File: src/rtl/img_pkg.sv
// Shared sizes, bank codes and writer state encoding for the image memory writer.
package img_pkg;

  localparam int LINE_W    = 256;
  localparam int NUM_LINES = 256;
  localparam int ADDR_W    = 8;

  localparam logic [2:0] BANK_OLD = 3'd0;
  localparam logic [2:0] BANK_NEW = 3'd1;
  localparam logic [2:0] BANK_BG  = 3'd2;

  typedef enum logic [1:0] {
    IDLE,
    FILL,
    DONE
  } writer_state_t;

endpackage

File: src/rtl/line_packer.sv
// Column counter plus line insert register: pixel k of a line lands in bit LINE_W-1-k.
module line_packer
  import img_pkg::*;
(
  input  logic              clk,
  input  logic              rst,
  input  logic              clear,
  input  logic              accept,
  input  logic              pix_in,
  output logic              line_full,
  output logic [LINE_W-1:0] packed_word
);

  localparam logic [ADDR_W-1:0] LAST_COL = ADDR_W'(LINE_W - 1);

  logic [ADDR_W-1:0] col_q, col_d;
  logic [LINE_W-1:0] line_q, line_d;

  assign line_full = (col_q == LAST_COL);

  // The register is always zero at and beyond col, so OR-ing in the new pixel is enough.
  always_comb begin
    packed_word = line_q | ({{(LINE_W - 1){1'b0}}, pix_in} << (LAST_COL - col_q));
    col_d       = col_q;
    line_d      = line_q;
    if (clear || (accept && line_full)) begin
      col_d  = '0;
      line_d = '0;
    end else if (accept) begin
      col_d  = col_q + 1'b1;
      line_d = packed_word;
    end
  end

  always_ff @(posedge clk or posedge rst) begin
    if (rst) begin
      col_q  <= '0;
      line_q <= '0;
    end else begin
      col_q  <= col_d;
      line_q <= line_d;
    end
  end

endmodule

File: src/rtl/image_line_writer.sv
// Packs a serial 1-bit pixel stream into 256-bit line words and writes one word per row
// into the OLD or NEW image memory selected at start.
module image_line_writer
  import img_pkg::*;
(
  input  logic              clk,
  input  logic              rst,
  input  logic              start,
  input  logic [2:0]        bank_sel,
  input  logic              pix_valid,
  input  logic              pix_data,
  output logic              pix_ready,
  output logic              busy,
  output logic              frame_done,
  output logic              start_err,
  output logic              wr_en,
  output logic [2:0]        wr_bank,
  output logic [ADDR_W-1:0] wr_addr,
  output logic [LINE_W-1:0] wr_data
);

  localparam logic [ADDR_W-1:0] LAST_ROW = ADDR_W'(NUM_LINES - 1);

  writer_state_t     state_q, state_d;
  logic [ADDR_W-1:0] row_q, row_d;
  logic [ADDR_W-1:0] wr_addr_q, wr_addr_d;
  logic [2:0]        wr_bank_q, wr_bank_d;
  logic [LINE_W-1:0] wr_data_q, wr_data_d;
  logic              wr_en_q, wr_en_d;
  logic              frame_done_q, frame_done_d;
  logic              start_err_q, start_err_d;
  logic              accept, start_ok, line_full;
  logic [LINE_W-1:0] packed_word;

  assign accept   = pix_valid && (state_q == FILL);
  assign start_ok = start && (state_q == IDLE) && (bank_sel <= BANK_NEW);

  line_packer u_packer (
    .clk         (clk),
    .rst         (rst),
    .clear       (start_ok),
    .accept      (accept),
    .pix_in      (pix_data),
    .line_full   (line_full),
    .packed_word (packed_word)
  );

  always_comb begin
    state_d      = state_q;
    row_d        = row_q;
    wr_addr_d    = wr_addr_q;
    wr_bank_d    = wr_bank_q;
    wr_data_d    = wr_data_q;
    wr_en_d      = 1'b0;
    frame_done_d = 1'b0;
    start_err_d  = 1'b0;
    case (state_q)
      IDLE: begin
        if (start_ok) begin
          state_d   = FILL;
          wr_bank_d = bank_sel;
          row_d     = '0;
        end else if (start) begin
          start_err_d = 1'b1;
        end
      end
      FILL: begin
        // Write registers are separate from the packer, so the next line keeps streaming.
        if (accept && line_full) begin
          wr_en_d   = 1'b1;
          wr_addr_d = row_q;
          wr_data_d = packed_word;
          row_d     = row_q + 1'b1;
          if (row_q == LAST_ROW) begin
            state_d      = DONE;
            frame_done_d = 1'b1;
          end
        end
      end
      DONE: begin
        state_d = IDLE;
        row_d   = '0;
      end
      default: state_d = IDLE;
    endcase
  end

  always_ff @(posedge clk or posedge rst) begin
    if (rst) begin
      state_q      <= IDLE;
      row_q        <= '0;
      wr_addr_q    <= '0;
      wr_bank_q    <= '0;
      wr_data_q    <= '0;
      wr_en_q      <= 1'b0;
      frame_done_q <= 1'b0;
      start_err_q  <= 1'b0;
    end else begin
      state_q      <= state_d;
      row_q        <= row_d;
      wr_addr_q    <= wr_addr_d;
      wr_bank_q    <= wr_bank_d;
      wr_data_q    <= wr_data_d;
      wr_en_q      <= wr_en_d;
      frame_done_q <= frame_done_d;
      start_err_q  <= start_err_d;
    end
  end

  assign pix_ready  = (state_q == FILL);
  assign busy       = (state_q != IDLE);
  assign frame_done = frame_done_q;
  assign start_err  = start_err_q;
  assign wr_en      = wr_en_q;
  assign wr_bank    = wr_bank_q;
  assign wr_addr    = wr_addr_q;
  assign wr_data    = wr_data_q;

endmodule

File: config.mk
export PLATFORM = sky130hd
export DESIGN_NAME = image_line_writer
export DESIGN_NICKNAME = d
export VERILOG_FILES = /design/src/rtl/img_pkg.sv /design/src/rtl/line_packer.sv /design/src/rtl/image_line_writer.sv
export SDC_FILE = /design/constraint.sdc
export NUM_CORES = 1
export LEC_CHECK = 0
export BUFFER_PORTS_ARGS = -buffer_cell sky130_fd_sc_hd__buf_2
export CAP_MARGIN = 20
export CORE_UTILIZATION = 55
export DETAILED_ROUTE_END_ITERATION = 8
export MAX_ROUTING_LAYER = met4
export PLACE_DENSITY = 0.78
export SYNTH_ARGS = -nofsm -noshare
export SYNTH_HDL_FRONTEND = slang
export SYNTH_HIERARCHICAL = 1
export SYNTH_SLANG_ARGS = --single-unit
File: constraint.sdc
create_clock -name clk -period 11.4 [get_ports clk]
set_input_delay 2.28 -clock clk [delete_from_list [all_inputs] [get_ports clk]]
set_output_delay 2.28 -clock clk [all_outputs]
set_load 0.1 [all_outputs]
==> summary.md <==
| Metric | Value |
|---|---|
| Seq pwr share | `44.8%` |
| Critical Path RT | `11.92 ns` |
| Max-slew violations | `0` |
| Maximum vdd drop | `153.0 uV` |
| Initial core utilization | `55.67%` |
| Top cell type's share of synthesized area | `56.77%` |
| Via count | `19650` |
| Clk network pwr share | `41.0%` |
| RSZ-0062 raised after global routing | `false` |
| Via density | `6.040` |
| Top cells by area, synth | `dfrtp_1, nand2_1, a41oi_1` |
| Total Routed Length | `67590 um` |
| Yosys warns | `6` |
| Worst-Margin Slew | `1.183 ns` |
| Relative slew slack | `21.14%` |
| CTS tree | `built` |
| Hold_ws | `0.4679 ns` |
| Syn_nets | `2520` |
| PnR worst setup slack | `6.108 ns` |
| P_leak | `0.01475 uW` |
| Die H | `210.8 um` |
| Post-CTS setup buffer count | `0` |
| H-tree levels | `2` |
| I/O pin count | `280` |
| Startpoint Class | `input pin` |
| Synth cell types | `55` |
| Max Clock Skew | `0.01491 ns` |
| Max Buffers Root-to-Sink | `3` |
| Count leader, synth | `nand2_1` |
| Global-route wire length before repair | `107700 um` |
| DR WL/cell | `20.77 um` |
| Detailed placement HPWL | `39810 um` |
| Dpl cell area | `25150 um^2` |
| Total gr overflow | `0` |
| Area grow syn2layout | `13.12%` |
| Syn Std Cell Area | `23980 um^2` |
| Number of cells after detailed placement | `3150` |
| Number of synthesized flops with an enable pin | `0` |
| PwrDens | `171.4 nW/um^2` |
| Clock Tree Root | `clkbuf_16` |
| Critical path arrival | `5.81 ns` |
| Post-synthesis cell count | `2510` |
| Vias in the first global route | `18830` |
| Post-Place Setup Slack | `5.606 ns` |
| Fillers | `3556` |
| Setup violators final | `0` |
| Synth Flop Type | `dfrtp_1` |
| Seq cells post-synth | `544` |
| Critical path endpoint category | `flop` |
| Post-synth top cells | `nand2_1, dfrtp_1, nor2_1` |
| DR iter-0 viols | `2263` |
| CTS buffer count | `55` |
| Pin count of the biggest net entering global routing | `176` |
| Fin area | `27130 um^2` |
| Remaining routing DRC violations | `0` |
| Hold crit path type | `reg2reg` |
| CTS sink count | `544` |
| Worst-Skew Late Latency | `0.60 ns` |
| Crit Path Category | `in2reg` |
| Reg2reg setup slack | `7.33 ns` |
| GRT Overall Usage | `31.68%` |
| Non-filler cells, final | `3254` |
| Syn avg cell area | `9.554 um^2` |
| Fmax achieved | `189.0 MHz` |
| Period utilization | `46.42%` |
| Die width | `210.8 um` |
| Status | `completed` |
| Register area share after synthesis | `56.77%` |
| Clock slew at reported path FFs | `0.06 ns` |
| # nets final | `2634` |
| Tmin final | `5.292 ns` |
| Die ar. | `44440 um^2` |
| Psw | `1334 uW` |
| Hold-fix buffers at CTS | `0` |
| Ys async rst share | `100.0%` |
| GP Congestion | `0.8956` |
| Area of the core | `43080 um^2` |
| Switch share | `28.69%` |
| DRT Pass-1 Iters | `6` |
| Post-synth top area cell | `dfrtp_1` |
| Cell Rows | `76` |
| Pint | `3316 uW` |
| Max-cap viol count | `0` |
| Share of layout cells above drive strength 1 | `19.19%` |
| Remaining antenna violation count | `0` |
| Final Hold Vio Count | `0` |
| Initial antenna violation count | `1` |
| # port buffers | `279` |
| Combinational Power Share | `14.2%` |
| CTS resizes | `0` |
| Worst-path fanout max | `94` |
| Setup tns final | `0 ns` |
## path summary, 6_finish.rpt
path,depth (start not counted),end,start
worst max-delay path,9,u_packer/line_q[42],bank_sel[1]
worst min-delay path,2,wr_data[44],wr_data[44]
worst max register to register,8,u_packer/line_q[42],state_q[0]
worst min register to register,2,wr_data[44],wr_data[44]
max in group asynchronous,3,u_packer/line_q[183],rst
min in group asynchronous,2,u_packer/line_q[114],rst
## cell usage in the layout (no fill, tap or decap), types with 8 or more instances in the layout
cell type,Yosys,layout
a21o_1,21,21
a21oi_1,8,8
a31o_2,86,86
a31oi_1,32,32
a41oi_1,224,224
buf_2,157,279
buf_4,30,35
clkbuf_1,63,16
clkbuf_16,0,57
clkbuf_8,0,16
dfrtp_1,544,544
nand2_1,831,831
nor2_1,266,265
o21bai_1,145,145
## worst max-delay path: stages
cell and delay, ns:
buf_2 0.11, nor2_1 0.13, nand3_1 0.21, inv_1 0.30
or2_4 0.65, buf_4 0.72, buf_4 0.86, a41oi_1 0.28
nor2_1 0.19
## logic make-up after synthesis
kind of cell / count (synthesis) / synth area share [%]
and+or+nand+nor: 1153 / 19.03
muxes: 2 / 0.08870
buffers and inverters: 268 / 5.645
xor gates and xnor gates: 3 / 0.1096
AOI/OAI and AO/OA: 538 / 18.26
DFF: 544 / 56.77
adders and majority gates: 2 / 0.1043
## sequential cells by signal, indices dropped and copies added (netlist names)
name,count
frame_done,1
row_q,8
start_err,1
state_q,2
u_packer/col_q,8
u_packer/line_q,256
wr_addr,8
wr_bank,3
wr_data,256
wr_en,1
## power groups by stage
stage	registers (uW)	logic, uW	clock network, uW
final	2080	661	1910
after global routing	2090	714	2020
after CTS	2080	648	1930
after detailed placement	2110	646	0
after global placement	2110	634	0
after floorplan	2070	544	0
## area by class of cell
cell class	instances	area [um^2]	area share, %
Clock inverter	12	215.2	0.7933
Clock buffer	89	1707	6.291
Timing Repair Buffer	317	1734	6.393
Tap cell	585	732.0	2.698
Antenna cell	1	2.502	0.009225
Sequential cell	544	13610	50.18
Multi-Input combinational cell	1698	9071	33.44
Inverter	8	52.55	0.1937
## stage by stage
step | total power, uW | utilization (%)
final | 4651 | 62.97
after global routing | 4823 | 62.97
after CTS | 4663 | 62.84
after detailed placement | 2760 | 58.38
after global placement | 2742 | 58.38
after floorplan | 2615 | -
## per-layer routing
metal | global-route usage [%] | part of all wire [%]
met5 | - | 0
met4 | 12.92 | 4.0
met3 | 5.442 | 7.6
met2 | 48.18 | 48
met1 | 42.45 | 40
Note: power is estimated with default switching activity, not from simulation.
